===== config.mk =====
export PLATFORM = sky130hd
export DESIGN_NAME = vga_rx_monitor
export DESIGN_NICKNAME = d
export VERILOG_FILES = /design/src/rtl/vga_rx_monitor.sv
export SDC_FILE = /design/constraint.sdc
export NUM_CORES = 1
export LEC_CHECK = 0
export ABC_AREA = 1
export CORE_ASPECT_RATIO = 0.8
export CORE_MARGIN = 5
export CORE_UTILIZATION = 30
export CTS_CLUSTER_DIAMETER = 120
export CTS_CLUSTER_SIZE = 40
export DETAILED_ROUTE_END_ITERATION = 6
export HOLD_SLACK_MARGIN = 0.06
export PLACE_DENSITY = 0.58
export SYNTH_ARGS = -nofsm -noshare
export SYNTH_HDL_FRONTEND = slang
export SYNTH_SLANG_ARGS = --single-unit

===== constraint.sdc =====
create_clock -name clk -period 1.7 [get_ports clk]
set_input_delay 0.255 -clock clk [delete_from_list [all_inputs] [get_ports clk]]
set_output_delay 0.255 -clock clk [all_outputs]
set_load 0.01 [all_outputs]

===== src/rtl/vga_rx_monitor.sv =====
// Receive-side VGA decoder: recovers pixel position, checks sync timing, tracks lock and frame status.
// Optional build macro FRAME_CRC_EN adds a CRC-16-CCITT over each frame's visible pixels.
module vga_rx_monitor #(
  parameter int H_ACTIVE = 640,
  parameter int H_FP     = 16,
  parameter int H_SYNC   = 96,
  parameter int H_BP     = 48,
  parameter int V_ACTIVE = 480,
  parameter int V_FP     = 10,
  parameter int V_SYNC   = 2,
  parameter int V_BP     = 33
) (
  input  logic        clk,
  input  logic        rst_n,
  input  logic        HS,
  input  logic        VS,
  input  logic [3:0]  R,
  input  logic [3:0]  G,
  input  logic [3:0]  B,
  output logic        pix_valid,
  output logic [9:0]  pix_col,
  output logic [8:0]  pix_row,
  output logic [11:0] pix_rgb,
  output logic        locked,
  output logic        frame_done,
  output logic [15:0] frame_cnt,
  output logic        err_pulse,
  output logic [7:0]  err_cnt,
  output logic [15:0] frame_crc
);
  localparam int H_TOTAL = H_ACTIVE + H_FP + H_SYNC + H_BP;
  localparam int V_TOTAL = V_ACTIVE + V_FP + V_SYNC + V_BP;
  localparam int H_START = H_SYNC + H_BP;
  localparam int V_START = V_SYNC + V_BP;

  localparam logic [9:0] H_LAST  = 10'(H_TOTAL - 1);
  localparam logic [9:0] HS_LAST = 10'(H_SYNC - 1);
  localparam logic [9:0] V_LAST  = 10'(V_TOTAL - 1);
  localparam logic [9:0] H_BEG   = 10'(H_START);
  localparam logic [9:0] H_END   = 10'(H_START + H_ACTIVE - 1);
  localparam logic [9:0] V_BEG   = 10'(V_START);
  localparam logic [9:0] V_END   = 10'(V_START + V_ACTIVE - 1);

  typedef enum logic [1:0] {UNLOCKED, SYNCING, LOCKED} state_t;

  function automatic logic [9:0] sat_inc10(input logic [9:0] v);
    return (v == 10'h3FF) ? v : v + 10'd1;
  endfunction

  function automatic logic [7:0] sat_inc8(input logic [7:0] v);
    return (v == 8'hFF) ? v : v + 8'd1;
  endfunction

  state_t      state, state_nxt;
  logic        frame_bad, bad_nxt;
  logic        hs_q, vs_q;
  logic        hs_fall, hs_rise, vs_fall;
  logic [9:0]  h_cnt, v_cnt;
  logic        armed, skip_h;
  logic        err;
  logic        visible;
  logic        done_nxt, errp_nxt;
  logic [11:0] rgb_p0;

  assign hs_fall = hs_q & ~HS;
  assign hs_rise = ~hs_q & HS;
  assign vs_fall = vs_q & ~VS;

  // Stage p0: sync sampling and position counters
  always_ff @(posedge clk or negedge rst_n) begin
    if (!rst_n) begin
      hs_q   <= 1'b1;
      vs_q   <= 1'b1;
      h_cnt  <= '0;
      v_cnt  <= '0;
      armed  <= 1'b0;
      skip_h <= 1'b0;
    end else begin
      hs_q  <= HS;
      vs_q  <= VS;
      h_cnt <= hs_fall ? 10'd0 : sat_inc10(h_cnt);
      if (vs_fall)      v_cnt <= '0;
      else if (hs_fall) v_cnt <= sat_inc10(v_cnt);
      if (vs_fall) begin
        armed  <= 1'b1;
        skip_h <= ~hs_fall;
      end else if (hs_fall) begin
        skip_h <= 1'b0;
      end
    end
  end

  always_ff @(posedge clk) begin
    rgb_p0 <= {R, G, B};
  end

  // Checks use the counters as they stood before this edge; nothing is judged until the first vs_fall.
  assign err = armed & ((hs_fall & ~vs_fall & ~skip_h & (h_cnt != H_LAST)) |
                        (hs_rise & (h_cnt != HS_LAST)) |
                        (vs_fall & (v_cnt != V_LAST)));

  always_ff @(posedge clk or negedge rst_n) begin
    if (!rst_n) begin
      state     <= UNLOCKED;
      frame_bad <= 1'b0;
    end else begin
      state     <= state_nxt;
      frame_bad <= bad_nxt;
    end
  end

  always_comb begin
    state_nxt = state;
    bad_nxt   = frame_bad;
    case (state)
      UNLOCKED: begin
        if (vs_fall) begin
          state_nxt = SYNCING;
          bad_nxt   = 1'b0;
        end
      end
      SYNCING: begin
        if (vs_fall) begin
          if (!frame_bad && !err) state_nxt = LOCKED;
          bad_nxt = 1'b0;
        end else if (err) begin
          bad_nxt = 1'b1;
        end
      end
      LOCKED: begin
        // The frame that lost lock cannot count as the clean frame needed to regain it
        if (err) begin
          state_nxt = SYNCING;
          bad_nxt   = 1'b1;
        end
      end
      default: state_nxt = UNLOCKED;
    endcase
  end

  always_comb begin
    locked   = (state == LOCKED);
    done_nxt = (state == LOCKED) & vs_fall & ~err;
    errp_nxt = (state == LOCKED) & err;
  end

  // Stage p1: frame status registers
  always_ff @(posedge clk or negedge rst_n) begin
    if (!rst_n) begin
      frame_done <= 1'b0;
      err_pulse  <= 1'b0;
      frame_cnt  <= '0;
      err_cnt    <= '0;
    end else begin
      frame_done <= done_nxt;
      err_pulse  <= errp_nxt;
      if (done_nxt) frame_cnt <= frame_cnt + 16'd1;
      if (errp_nxt) err_cnt <= sat_inc8(err_cnt);
    end
  end

  assign visible   = (h_cnt >= H_BEG) && (h_cnt <= H_END) && (v_cnt >= V_BEG) && (v_cnt <= V_END);
  assign pix_valid = visible & locked;
  assign pix_col   = pix_valid ? (h_cnt - H_BEG) : '0;
  assign pix_row   = pix_valid ? 9'(v_cnt - V_BEG) : '0;
  assign pix_rgb   = pix_valid ? rgb_p0 : '0;

`ifdef FRAME_CRC_EN
  function automatic logic [15:0] crc12_step(input logic [15:0] c, input logic [11:0] d);
    logic [15:0] r;
    logic        fb;
    r = c;
    for (int i = 11; i >= 0; i--) begin
      fb = r[15] ^ d[i];
      r  = {r[14:0], 1'b0} ^ (fb ? 16'h1021 : 16'h0000);
    end
    return r;
  endfunction

  logic [15:0] crc_run;

  always_ff @(posedge clk or negedge rst_n) begin
    if (!rst_n) begin
      crc_run   <= 16'hFFFF;
      frame_crc <= '0;
    end else begin
      if (vs_fall)      crc_run <= 16'hFFFF;
      else if (visible) crc_run <= crc12_step(crc_run, rgb_p0);
      if (done_nxt) frame_crc <= crc_run;
    end
  end
`else
  assign frame_crc = 16'h0000;
`endif

endmodule


## Word-level counts from Yosys, hierarchy flattened

Cells that the tools add are included.

| storage, ports and cells | value |
|---|---|
| register bits after elaboration | 65 |
| bits of input ports | 16 |
| output and inout port bits | 75 |
| word-level logic and storage cells | 92 |

| cells by class | value |
|---|---|
| add/sub/neg operators | 6 |
| $lt $le $gt $ge | 4 |
| equal/unequal tests | 14 |
| multiplexer cells | 19 |
| bitwise gates (word level) | 23 |
| reduce and logical (&&, ||, !) cells | 13 |

Operators with widths:

| kind | number |
|---|---|
| 10-bit 2-to-1 mux | 6 |
| 10-bit by 1-bit adder with 10-bit output (second input constant) | 2 |
| 10-bit equality test (second input constant) | 2 |
| 10-bit less-or-equal comparator (second input constant) | 2 |
| 10-bit != test (second input constant) | 2 |
| 16-bit by 1-bit adder with 16-bit output (second input constant) | 1 |
| 1-bit bitwise AND | 13 |
| 12-bit 2-to-1 mux | 1 |
| 10-bit by 6-bit >= comparator with 1-bit output (second input constant) | 1 |
| 10-bit by 8-bit >= comparator with 1-bit output (second input constant) | 1 |
| 10-bit by 7-bit != test with 1-bit output (second input constant) | 1 |
| 2-bit != test (second input constant) | 5 |
| 10-bit by 8-bit subtractor with 10-bit output (second input constant) | 1 |
| 9-bit 2-to-1 mux | 1 |
| 9-bit by 6-bit subtractor with 9-bit output (second input constant) | 1 |
| 8-bit by 1-bit adder with 8-bit output (second input constant) | 1 |
| 8-bit equality test (second input constant) | 1 |
| 2-bit 2-to-1 mux | 4 |
| 1-bit inverter | 8 |
| 2-bit case mux with 3 select lines | 1 |
| 2-bit AND reduction | 3 |
| 1-bit 2-to-1 mux | 5 |
| 1-bit logical AND | 4 |
| 4-bit AND reduction | 1 |
| 9 further kinds | 11 |

## Logic depth before layout (Yosys ltp)

Gate-level depths: netlist (run 1).

| depth | value |
|---|---|
| word-level depth | 14 |
| depth in mapped cells | 13 |
| mapped depth without buffers | 13 |

## Least setup slack after synthesis (run 1)

OpenSTA, ideal clock, no wires.

| timing | value |
|---|---|
| kind | reg2out |
| start | reg h_cnt[5] |
| end | out pix_row[4] |
| arrival time | 1,655 ps |
| required time | 1,445 ps |
| path slack | -210 ps |
| stages on the path, launching flop included | 10 |
| buffers on the path | 1 |
| cells stage by stage | dfrtp_1 > inv_1 > ha_1 > nand4_1 > nor3_1 > nor2_1 > a21oi_1 > nand4_1 > buf_2 > a31oi_1 |

| on the way | value |
|---|---|
| cells in the longest elaborated chain, start to end | 6 |
| elaborated cells on any way between the ends | 7 |
| those cells by class | order compare: 2; mux: 1; bitwise: 1; reduce/logical: 3 |

RTL lines:

| item | RTL line | source |
|---|---|---|
| start, declared | 58 | `logic [9:0] h_cnt, v_cnt;` |
| start signal, assigned | 81 | `h_cnt <= hs_fall ? 10'd0 : sat_inc10(h_cnt);` |
| 10-bit by 8-bit >= comparator with 1-bit output or 10-bit less-or-equal comparator (tied branches) | 162 | `assign visible = (h_cnt >= H_BEG) && (h_cnt <= H_END) && (v_cnt >= V_BEG) && (v_cnt <= V_END);` |
| 1-bit logical AND * (3 in series) | 162 |  |
| 1-bit bitwise AND * | 163 | `assign pix_valid = visible & locked;` |
| 9-bit 2-to-1 mux * | 165 | `assign pix_row = pix_valid ? 9'(v_cnt - V_BEG) : '0;` |
| end, declared | 22 | `output logic [8:0] pix_row,` |

Every way passes the cells marked *; elsewhere a longest branch is shown, timed or not.

## Final worst setup path (run 1)

| timing | value |
|---|---|
| start | reg h_cnt[1] |
| end | out pix_row[1] |

Same word-level chain as after synthesis.

==> impl_metrics.env, run 1 <==
export IMPL_status="complete, but fails checks"
export IMPL_violations="negative setup slack"
export IMPL_final_cells=819
export IMPL_synth_top_cell_area_share=0.346
export IMPL_cts_inserted_buffers=9
export IMPL_setup_tns_ns=-28.79
export IMPL_final_antenna_net_count=0
export IMPL_synth_most_common_cell="nand2_1"
export IMPL_syn_inst=468
export IMPL_die_area_sq_mm=0.0146
export IMPL_cp_start_kind="flop"
export IMPL_drive_gt1_frac=0.451
export IMPL_synth_seq_cells=65
export IMPL_ioPinCount=91
export IMPL_hold_path_class="input port to flop"
export IMPL_die_x_um=134
export IMPL_cp_end_kind="primary output"
export IMPL_cts_sinks=65
export IMPL_power_leakage_nw=3.00
export IMPL_vias=3666
export IMPL_yosys_top_cells_count="nand2_1 (93), nor2_1 (63), dfrtp_1 (51), inv_1 (49), nand3_1 (31)"
export IMPL_n_antenna_cell=0
export IMPL_synth_async_reset_ratio=0.815
export IMPL_required_ns=1.44
export IMPL_path_class="flop to primary output"
export IMPL_grt_pass1_vias=3613
export IMPL_fin_nets=693
export IMPL_power_density_mw_per_mm2=835
export IMPL_hpwlAfterDp_um=7420
export IMPL_drv_slew=0
export IMPL_crit_fanout=3
export IMPL_clock_path_buffers=2
export IMPL_synth_seq_area_share=0.425
export IMPL_netlist_cell_type_count=36
export IMPL_utilization=0.522
export IMPL_antenna_found_initial=0
export IMPL_finalPower_mw=5.28
export IMPL_synth_area_sq_mm=0.00369
export IMPL_hold_viol_final=0
export IMPL_fin_ws_ns=-0.721
export IMPL_hold_ws_ns=0.382
export IMPL_grt_max_degree=54
export IMPL_fin_crit_sh=1.42
export IMPL_yosysTopAreaCell="dfrtp_1"
export IMPL_yosysWarningCount=0
export IMPL_min_to="rgb_p0[8]$_DFF_P_"
export IMPL_ir_drop_mv=0.708
export IMPL_dr_pass1_iters=4
export IMPL_port_buffers=74
export IMPL_drt_initial_drc_count=180
export IMPL_r2r_cells=15
export IMPL_r2r_slack_ns=-0.35
export IMPL_track_usage=0.149
export IMPL_r2r_end="frame_cnt[14]$_DFFE_PN0P_"
export IMPL_finalSetupViolCount=73
export IMPL_worst_clock_skew_ns=0.00952
export IMPL_fin_crit_ns=2.42
export IMPL_initial_core_util=0.304
export IMPL_wirelength_um=10900
export IMPL_grt_setup_unrepaired="yes"
export IMPL_synth_avg_cell_area_sq_um=7.88
export IMPL_viasPerCell=4.48
export IMPL_gp_congestion=0.890
export IMPL_hp_start="R[0]"
export IMPL_dp_cells=778
export IMPL_fp_dieH_um=109
export IMPL_num_rows=36
export IMPL_drc=0
export IMPL_htree_levels=3
export IMPL_synthFlopType="dfrtp_1"
export IMPL_grt_pass1_wl_um=17600
export IMPL_r2r_start="h_cnt[1]$_DFFE_PN0P_"
export IMPL_layout_area_overhead_vs_synth_pct=71.5
export IMPL_cap_viol_max_count=0
export IMPL_coreArea_sq_mm=0.0121
export IMPL_holdPathStages=1
export IMPL_clk_latency_ns=0.32
export IMPL_wl_per_cell_um=13.3
export IMPL_cts_tree="yes"
export IMPL_cp_arrival_ns=2.17
export IMPL_cts_root_buf="clkbuf_16"
export IMPL_cts_reportedPaths_clkPinSlew_ns=0.05
export IMPL_grt_overflow=0
export IMPL_max_freq_mhz=413
export IMPL_synth_area_top_cells="dfrtp_1 (35%), nand2_1 (9.5%), dfxtp_1 (6.5%)"
export IMPL_synth_edff_count=0
==> layout by cell type (no fill, tap or decap), types with 3 or more instances in the layout <==
master and n:
a21oi_1 8, a21oi_2 5, buf_12 4, buf_2 23
buf_4 92, buf_6 30, clkbuf_16 9, clkbuf_8 4
clkdlybuf4s50_1 40, conb_1 16, dfrtp_1 47, dfrtp_2 4
dfxtp_1 12, ha_1 8, ha_4 5, inv_1 37
inv_2 14, inv_4 3, nand2_1 76, nand2_2 13
nand2_4 6, nand3_1 22, nand3_2 9, nand3_4 4
nand4_1 10, nor2_1 26, nor2_2 22, nor2_4 22
nor3_1 12, nor3_2 5, nor3_4 3, o21ai_0 9
o21ai_1 8, o21ai_2 4, xnor2_1 9, xor2_1 19
==> registers in the layout (all words and copies together) (netlist names), 2 cells and up <==
register / count
state: 2
err_cnt: 8
v_cnt: 10
h_cnt: 10
rgb_p0: 12
frame_cnt: 16
==> logic make-up (layout without fill, tap and decap cells) <==
group,Yosys count,count (layout),share of synthesized area
buf+inv,82,265,0.106
xor+xnor,28,28,0.0665
other cells,1,16,0.00102
simple gates,235,236,0.290
compound gates,42,42,0.0607
flops,65,65,0.425
fa+ha+maj,15,15,0.0509
==> per-layer routing <==
layer / global-route usage / vias up / wire, um
met2: 0.245 / 74 / 5200
met5: 0 / - / 0
met4: 0.0323 / 0 / 51
met3: 0.0364 / 6 / 474
li1: - / 1852 / -
met1: 0.199 / 1734 / 5180
==> worst max-delay path, stage by stage (launching register included) <==
cell	delay [ns]
dfrtp_1	0.39
inv_2	0.09
ha_4	0.14
nand4_1	0.11
nor3_2	0.16
nor2_2	0.06
a21oi_2	0.14
nand4_1	0.14
buf_6	0.17
buf_16	0.13
buf_8	0.12
nor2_4	0.09
buf_6	0.11
==> final cells by class <==
type | count | area [sq um]
clock buffer | 14 | 284
clock inverter | 2 | 35.0
fill | 1097 | 5790
inverter | 56 | 226
multi-input combinational | 337 | 2330
sequential | 65 | 1570
tap | 152 | 190
timing repair buffer | 193 | 1690
==> power by group <==
group / internal [mW] / switching (mW)
clock: 1.29 / 0.644
sequential: 1.71 / 0.146
combinational: 0.735 / 0.753
==> metrics by stage <==
stage	worst slack, ns	area [sq um]
after floorplan	-0.114	3850
after global placement	-0.743	5320
after detailed placement	-0.831	5320
after CTS	-0.780	6000
after global routing	-0.819	6320
final	-0.721	6320
==> worst max-delay path by stage <==
stage	endpoint	slack, ns	from
2_1_floorplan	pix_row[5]	-0.11	h_cnt[4]$_DFFE_PN0P_
3_3_place_gp	pix_col[7]	-0.74	h_cnt[5]$_DFFE_PN0P_
3_5_place_dp	pix_col[7]	-0.83	h_cnt[5]$_DFFE_PN0P_
4_1_cts	pix_col[8]	-0.78	h_cnt[5]$_DFFE_PN0P_
5_1_grt	pix_row[1]	-0.82	h_cnt[1]$_DFFE_PN0P_
6_report	pix_row[1]	-0.72	h_cnt[1]$_DFFE_PN0P_
==> what timing repair did <==
| item | CTS | global route |
|---|---|---|
| hold buffers | 1 | 0 |
| hold endpoints to repair | 51 | 0 |
| buffers inserted | 14 | 12 |
| endpoints found under the setup margin | 65 | 83 |
| pin swaps | 21 | 26 |
| resized for setup | 221 | 82 |
| gates cloned | 4 | 0 |
No activity file was read; power rests on OpenSTA's default activity.
==> run 2, diff against run 1 <==
--- a/config.mk
+++ b/config.mk
@@ -13,7 +13,7 @@
 export CTS_CLUSTER_SIZE = 40
 export DETAILED_ROUTE_END_ITERATION = 6
 export HOLD_SLACK_MARGIN = 0.06
-export PLACE_DENSITY = 0.58
+export PLACE_DENSITY = 0.56
 export SYNTH_ARGS = -nofsm -noshare
 export SYNTH_HDL_FRONTEND = slang
 export SYNTH_SLANG_ARGS = --single-unit
==> constraint.sdc (replaced) <==
create_clock -name clk -period 2.35 [get_ports clk]
set_input_delay 0.3525 -clock clk [delete_from_list [all_inputs] [get_ports clk]]
set_output_delay 0.3525 -clock clk [all_outputs]
set_load 0.01 [all_outputs]
==> run 2 against run 1 <==
Against the previous run: the run still ends with negative setup slack left; final cell count shrank 7.4%; critical path type unchanged; first-iteration DRC count grew 58%; critical path depth shrank 1; flip-flop and latch count is the same; global-route usage shrank 1.2 points.
==> impl_metrics.env, run 2 (same netlist as run 1, synthesis figures left out) <==
export IMPL_drive_gt1_frac=0.266
export IMPL_grt_setup_unrepaired="yes"
export IMPL_finalSetupViolCount=32
export IMPL_fp_dieH_um=109
export IMPL_largest_reg_flops=16
export IMPL_power_leakage_nw=2.58
export IMPL_grt_pass1_wl_um=16200
export IMPL_vias=3452
export IMPL_port_buffers=74
export IMPL_die_x_um=134
export IMPL_clk_latency_ns=0.33
export IMPL_pre_cts_slack_ns=-0.401
export IMPL_status="complete, but fails checks"
export IMPL_antenna_found_initial=0
export IMPL_cap_viol_max_count=0
export IMPL_ioPinCount=91
export IMPL_fin_nets=632
export IMPL_r2r_start="v_cnt[1]$_DFFE_PN0P_"
export IMPL_drc=0
export IMPL_utilization=0.438
export IMPL_crit_start="h_cnt[5]$_DFFE_PN0P_"
export IMPL_top_regs="frame_cnt x16, rgb_p0 x12"
export IMPL_final_cell_mix="nand2_1 (90), buf_4 (52), nor2_1 (51), dfrtp_1 (51), inv_1 (45)"
export IMPL_clock_path_buffers=2
export IMPL_gp_congestion=0.839
export IMPL_coreArea_sq_mm=0.0121
export IMPL_top_register="frame_cnt"
export IMPL_final_common_cell="nand2_1"
export IMPL_fin_crit_sh=1.06
export IMPL_cts_root_buf="clkbuf_16"
export IMPL_power_density_mw_per_mm2=690
export IMPL_wirelength_um=9780
export IMPL_grt_overflow=0
export IMPL_cts_sinks=65
export IMPL_hold_viol_final=0
export IMPL_fin_crit_ns=2.49
export IMPL_path_class="flop to primary output"
export IMPL_cp_start_kind="flop"
export IMPL_fin_ws_ns=-0.138
export IMPL_cts_reportedPaths_clkPinSlew_ns=0.06
export IMPL_maxSlewHeadroom=0.602
export IMPL_dr_pass1_iters=4
export IMPL_violations="negative setup slack"
export IMPL_ir_drop_mv=0.348
export IMPL_setup_tns_ns=-2.53
export IMPL_num_rows=36
export IMPL_crit_fanout=9
export IMPL_track_usage=0.137
export IMPL_hpwlAfterDp_um=7240
export IMPL_grt_max_degree=24
export IMPL_initial_core_util=0.304
export IMPL_cp_end_kind="primary output"
export IMPL_layout_area_overhead_vs_synth_pct=43.7
export IMPL_drv_slew=0
export IMPL_hold_path_class="input port to flop"
export IMPL_cts_inserted_buffers=9
export IMPL_wl_per_cell_um=12.9
export IMPL_cts_tree="yes"
export IMPL_max_freq_mhz=402
export IMPL_viasPerCell=4.55
export IMPL_tightest_slew_ns=0.597
export IMPL_die_area_sq_mm=0.0146
export IMPL_cp_arrival_ns=2.14
export IMPL_finalPower_mw=3.66
export IMPL_final_antenna_net_count=0
export IMPL_grt_pass1_vias=3453
export IMPL_htree_levels=3
export IMPL_required_ns=2.00
export IMPL_worst_clock_skew_ns=0.00672
export IMPL_n_fill_cell=1212
export IMPL_drt_initial_drc_count=285
export IMPL_n_antenna_cell=0
export IMPL_hp_start="B[0]"
## run 2: changes by cell type in the layout (fill, tap and decap cells not counted), sizes merged
cell	before	now
clkdlybuf4s50	40	41
inv	54	56
nand3	35	34
clkdlybuf4s15	1	0
bufinv	1	3
clkinvlp	1	2
buf	151	91
clkbuf	14	9
## run 2: worst paths after layout
kind / cells after the start / end / slack [ns]
min in group asynchronous: 2 / v_cnt[5]$_DFFE_PN0P_ / 0.57
max: 11 / pix_row[5] / -0.14
min reg2reg: 2 / skip_h$_DFFE_PN0P_ / 0.51
min: 1 / rgb_p0[0]$_DFF_P_ / 0.47
max reg2reg: 14 / err_cnt[7]$_DFFE_PN0P_ / 0.25
max in group asynchronous: 3 / vs_q$_DFF_PN1_ / 1.12
## run 2: where the power goes
part           leakage [nW]  internal (mW)  switching, mW
registers             0.809           1.24          0.113
logic                  1.61          0.361          0.406
clock network         0.162           1.04          0.509
## run 2: per-layer routing
metal  track usage  routed length (um)
met5             0                   0
met4        0.0286                 105
met3        0.0387                 460
met2         0.231                4660
met1         0.177                4550
## run 2: repair_timing
action	4_1_cts	5_1_grt
buffers inserted	8	1
cloned	1	0
pin swaps	7	4
setup endpoints to repair	32	32
hold endpoints to repair	21	0
resized for setup	157	16
hold buffers	1	0
## run 2: layout make-up
| class | count | area (sq um) | area share |
|---|---|---|---|
| Multi-Input combinational cell | 336 | 1920 | 0.362 |
| Sequential cell | 65 | 1570 | 0.296 |
| Timing Repair Buffer | 133 | 1070 | 0.202 |
| Clock buffer | 9 | 225 | 0.0425 |
| Inverter | 56 | 213 | 0.0401 |
| Tap cell | 152 | 190 | 0.0359 |
| Clock inverter | 7 | 119 | 0.0224 |
## run 2: stage by stage
stage          hold WS (ns)  std cells  area [sq um]
2_1_floorplan        0.0569        483          3740
5_1_grt               0.457        758          5300
3_5_place_dp          0.392        731          4860
4_1_cts               0.455        757          5240
3_3_place_gp          0.392        731          4860
6_report              0.466        758          5300
## run 2: critical path: stages (launching register included)
cell,delay [ns]
dfrtp_1,0.38
inv_2,0.09
ha_4,0.13
nand4_1,0.11
nor3_2,0.17
nor2_1,0.09
a21oi_2,0.13
nand4_1,0.11
buf_6,0.16
buf_6,0.14
nor3b_2,0.14
buf_2,0.14
==> variant 1, RTL diff (flow settings as in run 2) <==
The option `FRAME_CRC_EN` is turned on by a define.
--- a/src/rtl/vga_rx_monitor.sv
+++ b/src/rtl/vga_rx_monitor.sv
@@ -1,4 +1,6 @@
 // Receive-side VGA decoder: recovers pixel position, checks sync timing, tracks lock and frame status.
 // Optional build macro FRAME_CRC_EN adds a CRC-16-CCITT over each frame's visible pixels.
+`define FRAME_CRC_EN
+
 module vga_rx_monitor #(
   parameter int H_ACTIVE = 640,
Check against the original RTL: same outputs for any inputs over 10 cycles, from zero or initial values and one cycle with rst_n low; that may be too few to reach the edited logic, so the function may still have changed.
==> variant 1 against run 2 <==
  * Synthesized area grew 45%
  * Sequential cell count increased by 32
  * Critical path type unchanged
  * Clock skew grew 3.6 ps
  * Count of clock-buffer cells in the layout is the same
  * Total power rose by 47%
  * Largest cell class unchanged
  * Routed wire length grew 41%
  * Fmax is 1.4% lower
  * Final area is 41% higher
  * Worst setup slack lost 34 ps
  * The run still ends with negative setup slack left
==> variant 1: results (changes against run 2) <==
Critical path
  – CP max stage delay: 420 ps (+40 ps)
  – Crit path DAT: 2170 ps (+30 ps)
  – Crit path launch: v_cnt[0]
  – Crit Reg-Reg Endpoint: crc_run[9]
  – Crit-path max FO: 7 (-2)

Synthesis
  – Yosys cell types: 44 (+22%)
  – Most frequent cells after synthesis: 148 x nand2_1, 79 x inv_1, 68 x nor2_1
  – Sequential share of the synthesized area: 44.6% (+2.1 points)

Final layout
  – Non-filler cells, final: 1053 (+39%)
  – Top flop regs: crc_run x16, frame_cnt x16, frame_crc x16
  – Layout Nets: 853 (+35%)

Status
  – Failing checks: negative setup slack
  – Outcome: finished with violations

Timing
  – Clock skew: 10.3 ps (+3.60 ps)
  – Slack of the critical path: -172 ps (-34.1 ps)
  – Worst Max-Slew Pin Slew: 506 ps (-91.5 ps)
  – Hold_ws: 439 ps (-26.7 ps)
  – Setup Viol. Count Final: 47 (+47%)

Global route
  – Number of global-route vias before repair: 4508 (+31%)
  – Largest net degree at the start of global routing: 39 (+63%)
  – First-pass GRT wire length: 22.8 mm (+41%)

Clock tree
  – Clock Latency Late Sink: 350 ps (+20 ps)

Routing
  – M1 WL: 7.12 mm (+56%)
  – Via Count: 4608 (+33%)
  – Met3 WL: 492 um (+7.0%)

Pwr
  – Leak: 3.65 nW (+42%)
  – Peak supply drop: 0.335 mV (-3.8%)

Hold path
  – Hold Path Sink: vs_q

Placed design
  – DP Worst Slack: -227 ps (+174 ps)
==> variant 1: cell types whose count changed after synthesis, sizes merged, moves of 4 or more <==
cell / delta
inv: +30
xnor2: +12
nor2: +12
nor3: -8
o21ai: +31
dfstp: +16
nand2: +63
xor2: +17
buf: -9
a21oi: +4
dfrtp: +16
==> variant 1: cell type report <==
| cell class | instances | area [sq um] |
|---|---|---|
| clock buffers | 9 | 225 |
| well taps | 225 | 282 |
| multi-input cells | 455 | 2700 |
| flip-flops and latches | 97 | 2390 |
| repair buffers | 173 | 1450 |
| fillers | 1793 | 9970 |
| inverters | 87 | 333 |
| clock inverters | 7 | 78.8 |
==> variant 1: kinds of logic after synthesis <==
group	after synthesis	synth area share [%]
buf+inv	103	8.52
flops	97	44.6
fa+ha+maj	14	3.27
xor+xnor	57	10.2
compound gates	80	8.64
simple gates	304	24.7
==> variant 1: per-layer routing <==
metal	up-vias	GRT usage, %
met2	74	20.6
met4	0	3.71
met3	10	3.24
li1	2405	-
met5	-	0
met1	2119	19.5
==> variant 1: what timing repair did <==
action / in CTS / in global routing
gates cloned: 0 / 1
hold endpoints to repair: 30 / 0
hold buffers: 1 / 0
pin swaps: 4 / 7
setup endpoints to repair: 32 / 48
gates resized for setup: 155 / 50
setup buffers: 18 / 6
==> variant 1: report_power, final <==
group	total, mW	switching, mW	internal (mW)
clock network	1.52	0.680	0.837
logic	1.68	0.881	0.801
registers	2.17	0.205	1.97
==> variant 2, RTL diff (config.mk and constraints of run 2) <==
Made on the original files. The 3 states of `state_t` get a one-hot encoding in 3 bits.
--- a/src/rtl/vga_rx_monitor.sv
+++ b/src/rtl/vga_rx_monitor.sv
@@ -42,5 +42,5 @@
   localparam logic [9:0] V_END   = 10'(V_START + V_ACTIVE - 1);
 
-  typedef enum logic [1:0] {UNLOCKED, SYNCING, LOCKED} state_t;
+  typedef enum logic [2:0] {UNLOCKED = 3'b001, SYNCING = 3'b010, LOCKED = 3'b100} state_t;
 
   function automatic logic [9:0] sat_inc10(input logic [9:0] v);
Formal check against the unedited RTL: same outputs for any inputs over 10 cycles, from zero or initial values and one cycle with rst_n low; not proved beyond that.
==> variant 2 against run 2 <==
  * The run still ends with negative setup slack left
  * Non-clock buffer count is 8 lower
  * Final area is 5.1% higher
  * Sequential cell count is 1 higher
  * Total power is 4.3% lower
  * Register-to-register slack better by 60 ps
  * Sequential power is 4% higher
  * Synthesized area is 3.3% higher
  * Routed wire length is 1.6% higher
  * Worst setup slack better by 70 ps
  * Critical path type unchanged
  * Largest cell class unchanged
==> variant 2: results (changes against run 2) <==
Status
  – Outcome: finished with violations
  – Failing checks: negative setup slack

Timing
  – Post-route setup TNS: -1100 ps (+1430 ps)
  – Slack of the critical path: -68.3 ps (+69.7 ps)
  – Hold_ws: 464 ps (-2.17 ps)
  – Setup Viol. Count Final: 31 (-3.1%)
  – Clock skew: 5.79 ps (-0.933 ps)
  – Worst Max-Slew Pin Slew: 540 ps (-56.7 ps)

Routing
  – DR vias/cell: 4.43 (-2.7%)
  – Routed wire length: 9.94 mm (+1.6%)
  – Drt initial violations: 128 (-55%)
  – Number of iterations in the first detailed-routing pass: 4 (unchanged)
  – Routed length per instance: 12.5 um (-3.4%)

Placed design
  – Placed insts: 768 (+5.1%)
  – Cell Area, Placed: 0.00491 sq mm (+0.90%)
  – GP Congestion: 0.876 (+4.4%)
  – HPWL after detailed placement: 7.22 mm (-0.17%)
  – DP Worst Slack: -108 ps (+293 ps)

Pwr
  – Part of the power in the clock network: 37.9% (-4.3 points)
  – Net Switching: 1.05 mW (+1.8%)
  – Leak: 2.62 nW (+1.8%)
  – Sequential cell fraction of total power: 40.0% (+3.2 points)
  – Total power draw: 3.50 mW (-4.3%)
  – Peak supply drop: 0.416 mV (+19%)

Critical path
  – FF-to-FF setup slack: 310 ps (+60 ps)
  – Crit path DAT: 2070 ps (-70 ps)
  – Crit-path max FO: 7 (-2)
  – Max stage delay cell, worst path: dfrtp_1
  – Crit Reg-Reg Endpoint: frame_cnt[3]
  – RR Startpoint: v_cnt[0]
  – Reg2Reg Depth: 13 (-1)

Final layout
  – ANT cells: 0 (unchanged)
  – Share of layout cells above drive strength 1: 26.3% (-0.25 points)
  – Layout Nets: 649 (+2.7%)

Hold path
  – Hold Path Origin: R[0]
  – Hold Path Sink: rgb_p0[8]

Global route
  – Number of global-route vias before repair: 3479 (+0.75%)
  – Gr usage total: 13.6% (-0.10 points)
  – First-pass GRT wire length: 16.6 mm (+2.3%)
  – Largest net degree at the start of global routing: 23 (-4.2%)

Synthesis
  – Yosys warns: 0 (unchanged)
  – Cells after Synth: 497 (+6.2%)
  – Yosys cell types: 38 (+5.6%)
  – Most frequent cells after synthesis: 103 x nand2_1, 63 x nor2_1, 62 x inv_1
  – Sequential share of the synthesized area: 41.9% (-0.67 points)
  – Synth top area cells: dfrtp_1 33%, nand2_1 10%, dfxtp_1 6.3%
  – Post-synth ARST share: 81.8% (+0.28 points)

Clock tree
  – Clk pin slew, worst setup/hold paths: 60 ps (about the same)
  – CTS root buffer: clkbuf_16
  – Clock Latency Late Sink: 330 ps (about the same)
-- variant 2: cell count changes after synthesis, moves of 3 or more --
cell / change
o21ai_1: +21
inv_1: +13
nand2_1: +10
xor2_1: +7
a21oi_1: -5
buf_4: +4
ha_1: -4
nor3_1: -4
o21ai_0: -3
xnor2_1: -3
-- variant 2: what timing repair did --
action,in CTS,in global routing
hold buffers,1,0
pin swaps,3,8
gates cloned,3,1
resized for setup,153,79
setup endpoints to repair,32,32
hold endpoints to repair,19,0
buffers inserted,7,2
-- variant 2: layout make-up --
class	instances	area, sq um
multi-input cells	350	2030
fillers	1201	6730
well taps	171	214
repair buffers	125	1150
flip-flops and latches	66	1600
clock buffers	13	282
inverters	70	270
clock inverters	3	20.0
-- variant 2: worst max-delay path by stage --
stage | start | end | slack (ps) | depth (start not counted)
3_3_place_gp | h_cnt[5] | pix_col[9] | -40 | 10
5_1_grt | h_cnt[5] | pix_col[5] | -210 | 11
3_5_place_dp | h_cnt[5] | pix_col[9] | -110 | 10
4_1_cts | h_cnt[0] | pix_col[9] | -80 | 11
6_report | h_cnt[5] | pix_col[6] | -70 | 11
2_1_floorplan | v_cnt[0] | pix_rgb[10] | 380 | 8
-- variant 2: cell families (layout without fill, tap and decap cells) --
family | after synthesis | count (layout) | share of synthesized area (%)
and+or+nand+nor | 236 | 236 | 27.6
buffers and inverters | 96 | 211 | 11.9
DFF | 66 | 66 | 41.9
AOI/OAI and AO/OA | 55 | 55 | 7.65
xor gates and xnor gates | 32 | 32 | 7.36
adders and majority gates | 11 | 11 | 3.61
other | 1 | 16 | 0.0984
-- variant 2: layer usage --
metal	vias to the layer above	GRT usage, %	share of wire, %
li1	1788	-	-
met1	1636	18.0	47
met2	104	20.9	46
met3	8	4.45	6.5
met4	0	4.57	1.3
met5	-	0	0
